<file path="src/rtl/keypad_scan4.sv">
// 4x4 keypad scanner: walks a one-cold column drive, debounces a pressed row,
// reports the confirmed key code and tracks the hold until a debounced release.
module keypad_scan4 #(
    parameter int DEBOUNCE_TICKS = 4
) (
    input  logic       clk,
    input  logic       Reset,
    input  logic       tick,
    input  logic [3:0] rows,
    output logic [3:0] cols,
    output logic [3:0] key_code,
    output logic       key_valid,
    output logic       key_held
);

    localparam logic [3:0] DB_TICKS = 4'(DEBOUNCE_TICKS);

    typedef enum logic [1:0] {
        SCAN     = 2'd0,
        DEBOUNCE = 2'd1,
        PRESSED  = 2'd2,
        RELEASE  = 2'd3
    } state_t;

    state_t     state, state_n;
    logic [1:0] col, col_n;
    logic [1:0] row, row_n;
    logic [3:0] cnt, cnt_n;
    logic [3:0] code_n;
    logic       valid_n;
    logic       held_n;

    logic [3:0] rs_p0;
    logic [3:0] rs;

    // Lowest-indexed low row wins when several rows are pulled at once.
    function automatic logic [1:0] lowest_zero(input logic [3:0] v);
        logic [1:0] idx;
        idx = 2'd3;
        for (int i = 3; i >= 0; i--) begin
            if (!v[i]) idx = 2'(i);
        end
        return idx;
    endfunction

    function automatic logic [3:0] col_drive(input logic [1:0] c);
        return ~(4'b0001 << c);
    endfunction

    // Stage p0/p1: two-flop synchronizer for the asynchronous row lines.
    always_ff @(posedge clk) begin
        if (Reset) begin
            rs_p0 <= 4'hF;
            rs    <= 4'hF;
        end else begin
            rs_p0 <= rows;
            rs    <= rs_p0;
        end
    end

    always_ff @(posedge clk) begin
        if (Reset) begin
            state     <= SCAN;
            col       <= 2'd0;
            row       <= 2'd0;
            cnt       <= 4'd0;
            cols      <= 4'b1110;
            key_code  <= 4'd0;
            key_valid <= 1'b0;
            key_held  <= 1'b0;
        end else begin
            state     <= state_n;
            col       <= col_n;
            row       <= row_n;
            cnt       <= cnt_n;
            cols      <= col_drive(col_n);
            key_code  <= code_n;
            key_valid <= valid_n;
            key_held  <= held_n;
        end
    end

    always_comb begin
        state_n = state;
        col_n   = col;
        row_n   = row;
        cnt_n   = cnt;
        code_n  = key_code;
        valid_n = 1'b0;
        held_n  = key_held;

        if (tick) begin
            case (state)
                SCAN: begin
                    if (rs == 4'hF) begin
                        col_n = col + 2'd1;
                    end else begin
                        row_n   = lowest_zero(rs);
                        cnt_n   = 4'd1;
                        state_n = DEBOUNCE;
                    end
                end
                DEBOUNCE: begin
                    if (!rs[row]) begin
                        cnt_n = cnt + 4'd1;
                        if (cnt_n == DB_TICKS) begin
                            state_n = PRESSED;
                            cnt_n   = 4'd0;
                            code_n  = {row, col};
                            valid_n = 1'b1;
                            held_n  = 1'b1;
                        end
                    end else begin
                        state_n = SCAN;
                        cnt_n   = 4'd0;
                        col_n   = col + 2'd1;
                    end
                end
                PRESSED: begin
                    // Only the captured row is watched; other keys cannot roll over.
                    if (rs[row]) begin
                        state_n = RELEASE;
                        cnt_n   = 4'd1;
                    end
                end
                RELEASE: begin
                    if (rs[row]) begin
                        cnt_n = cnt + 4'd1;
                        if (cnt_n == DB_TICKS) begin
                            state_n = SCAN;
                            held_n  = 1'b0;
                            cnt_n   = 4'd0;
                            col_n   = col + 2'd1;
                        end
                    end else begin
                        state_n = PRESSED;
                        cnt_n   = 4'd0;
                    end
                end
                default: begin
                    state_n = SCAN;
                    cnt_n   = 4'd0;
                end
            endcase
        end
    end

    a_cols_one_cold: assert property (@(posedge clk) disable iff (Reset) $onehot(~cols));
    a_valid_held:    assert property (@(posedge clk) disable iff (Reset) key_valid |-> key_held);

endmodule

</file>
<file path="config.mk">
export PLATFORM = sky130hd
export DESIGN_NAME = keypad_scan4
export DESIGN_NICKNAME = d
export VERILOG_FILES = /design/src/rtl/keypad_scan4.sv
export SDC_FILE = /design/constraint.sdc
export NUM_CORES = 1
export LEC_CHECK = 0
export BUFFER_PORTS_ARGS = -buffer_cell sky130_fd_sc_hd__buf_2
export CAP_MARGIN = 20
export CORE_MARGIN = 3
export CORE_UTILIZATION = 50
export CTS_BUF_LIST = sky130_fd_sc_hd__clkbuf_2 sky130_fd_sc_hd__clkbuf_4 sky130_fd_sc_hd__clkbuf_8
export DETAILED_ROUTE_END_ITERATION = 6
export PLACE_DENSITY_LB_ADDON = 0.3
export SLEW_MARGIN = 20
export SYNTH_ARGS = -nofsm -noshare
export SYNTH_HDL_FRONTEND = slang
export SYNTH_SLANG_ARGS = --single-unit
</file>
<file path="constraint.sdc">
create_clock -name clk -period 2 [get_ports clk]
set_clock_uncertainty 0.1 [all_clocks]
set_input_delay 0.4 -clock clk [delete_from_list [all_inputs] [get_ports clk]]
set_output_delay 0.4 -clock clk [all_outputs]
set_load 0.05 [all_outputs]
</file>
== Word-level counts from Yosys, hierarchy flattened ==
Index checks and enable logic that the tools add are counted.
Storage, ports and cells
  register bits: 28
  bits of input ports: 7
  output and inout bits: 10
  logic and storage cells: 70
Cells by class
  $add $sub $neg: 2
  order comparisons: 1
  eq/ne operators: 13
  shift operators: 1
  muxes and demuxes: 30
  bitwise gates (word level): 5
  reductions and logical operators: 8
Operator list (number)
  $mux 2: 13
  $mux 4: 5
  $pmux 4 s4: 1
  $ne 2x2->1 const B: 6
  $pmux 2 s4: 1
  $mux 1: 7
  $ne 3x3->1 const B: 2
  $pmux 2 s3: 1
  $reduce_and 3->1: 2
  $reduce_and 6->1: 1
  $reduce_and 5->1: 1
  $add 4x1->4 const B: 1
  $eq 2x2->1 const B: 2
  $eq 4x3->1 const B: 1
  $eq 4x4->1 const B: 1
  $not 1->1: 4
  $not 4->4: 1
  $reduce_and 4->1: 1
  $reduce_or 4->1: 1
  $shl 1x2->4 const A: 1
  $lt 2x3->1 const B: 1
  $add 2x1->2 const B: 1
  $bmux 1 s2: 1
  $eq 2x1->1 const B: 1
  other kinds (3): 3

== Logic depth before layout (Yosys ltp) ==
  word-level depth: 8
  depth in mapped cells: 8
  depth with buffers taken out: 7

== Worst setup path after synthesis ==
OpenSTA, ideal clock, no wires.
  path kind: reg2reg
  start point: register cnt[0]
  end point: register cols[1]
  setup time: 0.127 ns
  data arrival time: 1.875 ns
  required time: 1.773 ns
  path slack: -0.102 ns
  stages on the path, launching flop included: 8
  buffers on the path: 0
  period minus slack after synthesis: 2.102 ns
  path through: dfxtp_1 ha_1 nand2b_1 o21ai_2 a21oi_4 o21a_1 o32ai_1 or3b_1
On the way
  cells in the longest elaborated chain, start to end: 8
RTL lines
  start: declaration: line 28  | logic [3:0] cnt, cnt_n;
  start signal: assignment: line 75  | cnt <= cnt_n;
  $add 4x1->4: line 128  | cnt_n = cnt + 4'd1;
  $eq 4x3->1: line 129  | if (cnt_n == DB_TICKS) begin
  $mux 2: line 129
  $mux 2: line 127  | if (rs[row]) begin
  $pmux 2 s3: line 93  | case (state)
  $mux 2: line 92  | if (tick) begin
  $shl 1x2->4: line 47  | return ~(4'b0001 << c);
  $not 4->4: line 47
  end signal: assignment: line 76  | cols <= col_drive(col_n);
  end: declaration: line 10  | output logic [3:0] cols,
No other way between the ends.
A chain may end at the register's enable or synchronous reset.

== Worst setup path in the final report ==
  start point: register row[0]
  end point: register cols[2]
On the way
  cells in the longest elaborated chain, start to end: 7
  elaborated cells between the ends (all ways): 8
  classes of those cells: shift (1); mux (6); bitwise (1)
RTL lines
  start: declaration: line 27  | logic [1:0] row, row_n;
  start signal: assignment: line 74  | row <= row_n;
  $bmux 1 s2 (*): line 104, 127
  $mux 1 (not written as such) (*): line 104, 127
  $mux 2, on equally long branches: line 127, 104
  $pmux 2 s3 (*): line 93
  $mux 2 (*): line 92
  $shl 1x2->4 (*): line 47
  $not 4->4 (*): line 47
Mark *: on every way between the ends. The rest lies on a longest branch, timed or not. The select of a mux whose other input is x is not followed.

==> out/results.tsv <==
stage	metric	value	unit
placement	Port Buffer Count	16	
worst_setup_path	Worst Path Max Fanout	5	
global_route	pin count of the biggest net entering global routing	26	
synthesis	Yosys top cell by area	dfxtp_1	
routing	final wirelength	2.606	mm
worst_setup_path	CP delay by family, top	multiplexers	
synthesis	Post-synth EDFFs	0	
finish	n_diodes	0	
timing	max-slew violations	0	
global_route	vias in the first global route	1035	
worst_setup_path	CP cell instances	mux4_2 -> inv_2 -> nor3b_2 -> mux2_4 -> nand2_1 -> or4b_1	
finish	nets@finish	178	
placement	routability cong.	0.8530	
clock_tree	Root Buffer Master	clkbuf_4	
placement	DP Area	0.001485	sq mm
timing	endpoints failing setup	2	
synthesis	mapped cell area	0.001255	sq mm
pwr	P_leak	0.7036	nW
pwr	Pwr Density	732.2	mW/mm^2
global_route	grt total ovfl	0	
timing	f_max	0.4855	GHz
status	failing checks	setup timing	
timing	Setup WS post-layout	-0.05954	ns
die	Starting Density	54.63	%
timing	Least-Margin Pin Slew	0.3207	ns
clock_tree	clock sink count	28	
worst_setup_path	RR Startpoint	row[0]	
synthesis	sequential-to-total area share from yosys stat	44.67	%
placement	dpl cells	191	
synthesis	Async SR Flop Fraction	0	%
clock_tree	TritonCTS Buffers	3	
synthesis	Synth top area share	44.67	%
worst_setup_path	Critical path origin	row[0]	
timing	min Tclk post-route	2.060	ns
finish	Layout area overhead	27.22	%
worst_setup_path	crit path DAT	2.18	ns
worst_setup_path	worst path required time	2.12	ns
synthesis	Gate Count Post-Synth	139	
die	Top Ports	17	
worst_setup_path	startpoint types	flop	
hold_path	worst hold path type	input pin to flop	
worst_setup_path	Buf+Inv Stages, Crit Path	1	
finish	design area	0.001597	sq mm
die	die width	56.10	microns
placement	post-DP HPWL	1.914	mm
synthesis	synthesized net count	148	
worst_setup_path	nature of the critical path endpoint	flop	
hold_path	hold path start	rows[3]	
die	row count	17	
clock_tree	clock-pin slew on the worst setup and hold paths	0.15	ns
routing	DR pass1 iterations	4	
synthesis	post-synthesis register bit count	28	
worst_setup_path	CP max-delay cell	mux4_2	
die	die span in y	56.10	microns
finish	Layout Cells excl Fill	196	
global_route	antenna violations before repair	0	
clock_tree	Worst-Skew Late Latency	0.32	ns
synthesis	dominant synthesized flop cell	dfxtp_1	
die	DIE AREA	0.003147	sq mm
pwr	maximum VDD drop	0.4950	mV
routing	initial DRC count	30	
synthesis	post-synth cell types	40	
worst_setup_path	Crit Path Class	flop to flop	
timing	Period Utilization, post-route	103.0	%
finish	share of cells above drive strength 1	44.64	%
clock_tree	Max clock buf depth	2	
timing	Slew HR	78.59	%
routing	vias per cell	5.515	
routing	Antenna Nets Post-Route	0	
worst_setup_path	critical path's largest stage delay	0.58	ns
synthesis	syn_area_per_cell	9.028	sq um
global_route	Total Routing Usage GR	16.98	%
synthesis	top cells by area, synth	dfxtp_1 (45%), a21oi_1 (5.2%), nor2_1 (5.1%)	
global_route	first-pass GRT wire length	4.305	mm
timing	final hold violations	0	
die	core area	0.002297	sq mm
synthesis	Warnings, synthesis	0	
routing	DRC	0	
clock_tree	TritonCTS clock tree	built	
flow_run	Max Cap Viol	0	
clock_tree	CTS H-tree lvls	1	
status	outcome	complete, but fails checks	
routing	via count	1081	
timing	unrepaired setup endpoints after global routing	true	
routing	Wirelength per Cell	13.30	microns
synthesis	Post-synth top cells	dfxtp_1 (28), nor2_1 (17), a21oi_1 (13), nand2_1 (8), or2_2 (8)	
placement	Place WS	-0.08715	ns
synthesis	top-count cell post-synth	dfxtp_1	
worst_setup_path	reg2reg setup slack	-0.06	ns
-- per-stage QoR --
stage	total power [mW]	hold slack (ns)	utilization, %	TNS, ns
after floorplan	0.7374	0.2895	-	0
after global routing	1.225	0.1280	69.50	-0.7310
after detailed placement	0.7969	0.2923	64.65	-0.3586
after global placement	0.7895	0.2926	64.65	-0.1170
final	1.169	0.1474	69.50	-0.1009
after CTS	1.165	0.1445	68.63	-0.09233
-- power by group --
group / switching, mW / total [mW] / internal [mW]
combinational: 0.111 / 0.195 / 0.0841
clock: 0.166 / 0.368 / 0.203
sequential: 0.0197 / 0.605 / 0.586
total: 0.297 / 1.17 / 0.872
-- final cells by class --
| class | count | area [sq um] |
|---|---|---|
| tap | 28 | 35.03 |
| timing repair buffer | 33 | 207.7 |
| clock buffer | 3 | 22.52 |
| fill | 175 | 700.7 |
| multi-input combinational | 98 | 714.4 |
| sequential | 28 | 568.0 |
| clock inverter | 1 | 30.03 |
| inverter | 5 | 18.77 |
-- registers in the layout, summed over array words and instances, names as in the netlist, 2 cells and up, named ones only --
name	flops
rs	4
cnt	4
cols	4
row	2
col	2
key_code	4
rs_p0	4
-- cells by family (layout without fill, tap and decap cells) --
kind of cell | count (synthesis) | in the layout | synth area share (%)
DFF | 28 | 28 | 44.67
muxes | 7 | 7 | 6.780
AOI/OAI and AO/OA | 30 | 30 | 15.55
xor gates and xnor gates | 2 | 2 | 1.994
buffers and inverters | 13 | 42 | 4.387
adders and majority gates | 2 | 2 | 1.994
and+or+nand+nor | 57 | 57 | 24.63
-- metal layers --
layer  global-route usage, %  routed length (microns)
met5                       0                        0
met4                   8.814                       26
met3                   2.784                       89
met1                   21.02                     1177
met2                   28.05                     1312
-- path summary, 6_finish.rpt --
| path | to | depth (start not counted) |
|---|---|---|
| max | cols[2] | 6 |
| min | rs_p0[3] | 2 |
| max reg2reg | cols[2] | 6 |
| min reg2reg | rs[0] | 1 |
-- what timing repair did --
action / in CTS / in global routing
gates resized for setup: 10 / 7
setup endpoints to repair: 8 / 13
pin swaps: 1 / 3
setup buffers: 1 / 0
hold buffers: 0 / 0
-- placed cells by master, fill, tap and decap left out, types with 2 or more instances in the layout --
master    synthesis  final
dfxtp_1          28     22
buf_4             0     17
nor2_1           17     16
buf_2             2     16
a21oi_1          13      9
nand2_1           8      8
or2_2             8      8
dfxtp_2           0      6
inv_1             4      4
o21ai_0           6      4
nor3_1            5      4
mux2i_1           4      4
nand3_1           3      3
a21oi_2           0      3
clkbuf_4          1      3
nand2b_4          1      2
a21oi_4           1      2
nand4_1           2      2
a21o_1            2      2
or3_1             2      2
Note: power is estimated with default switching activity, not from simulation.
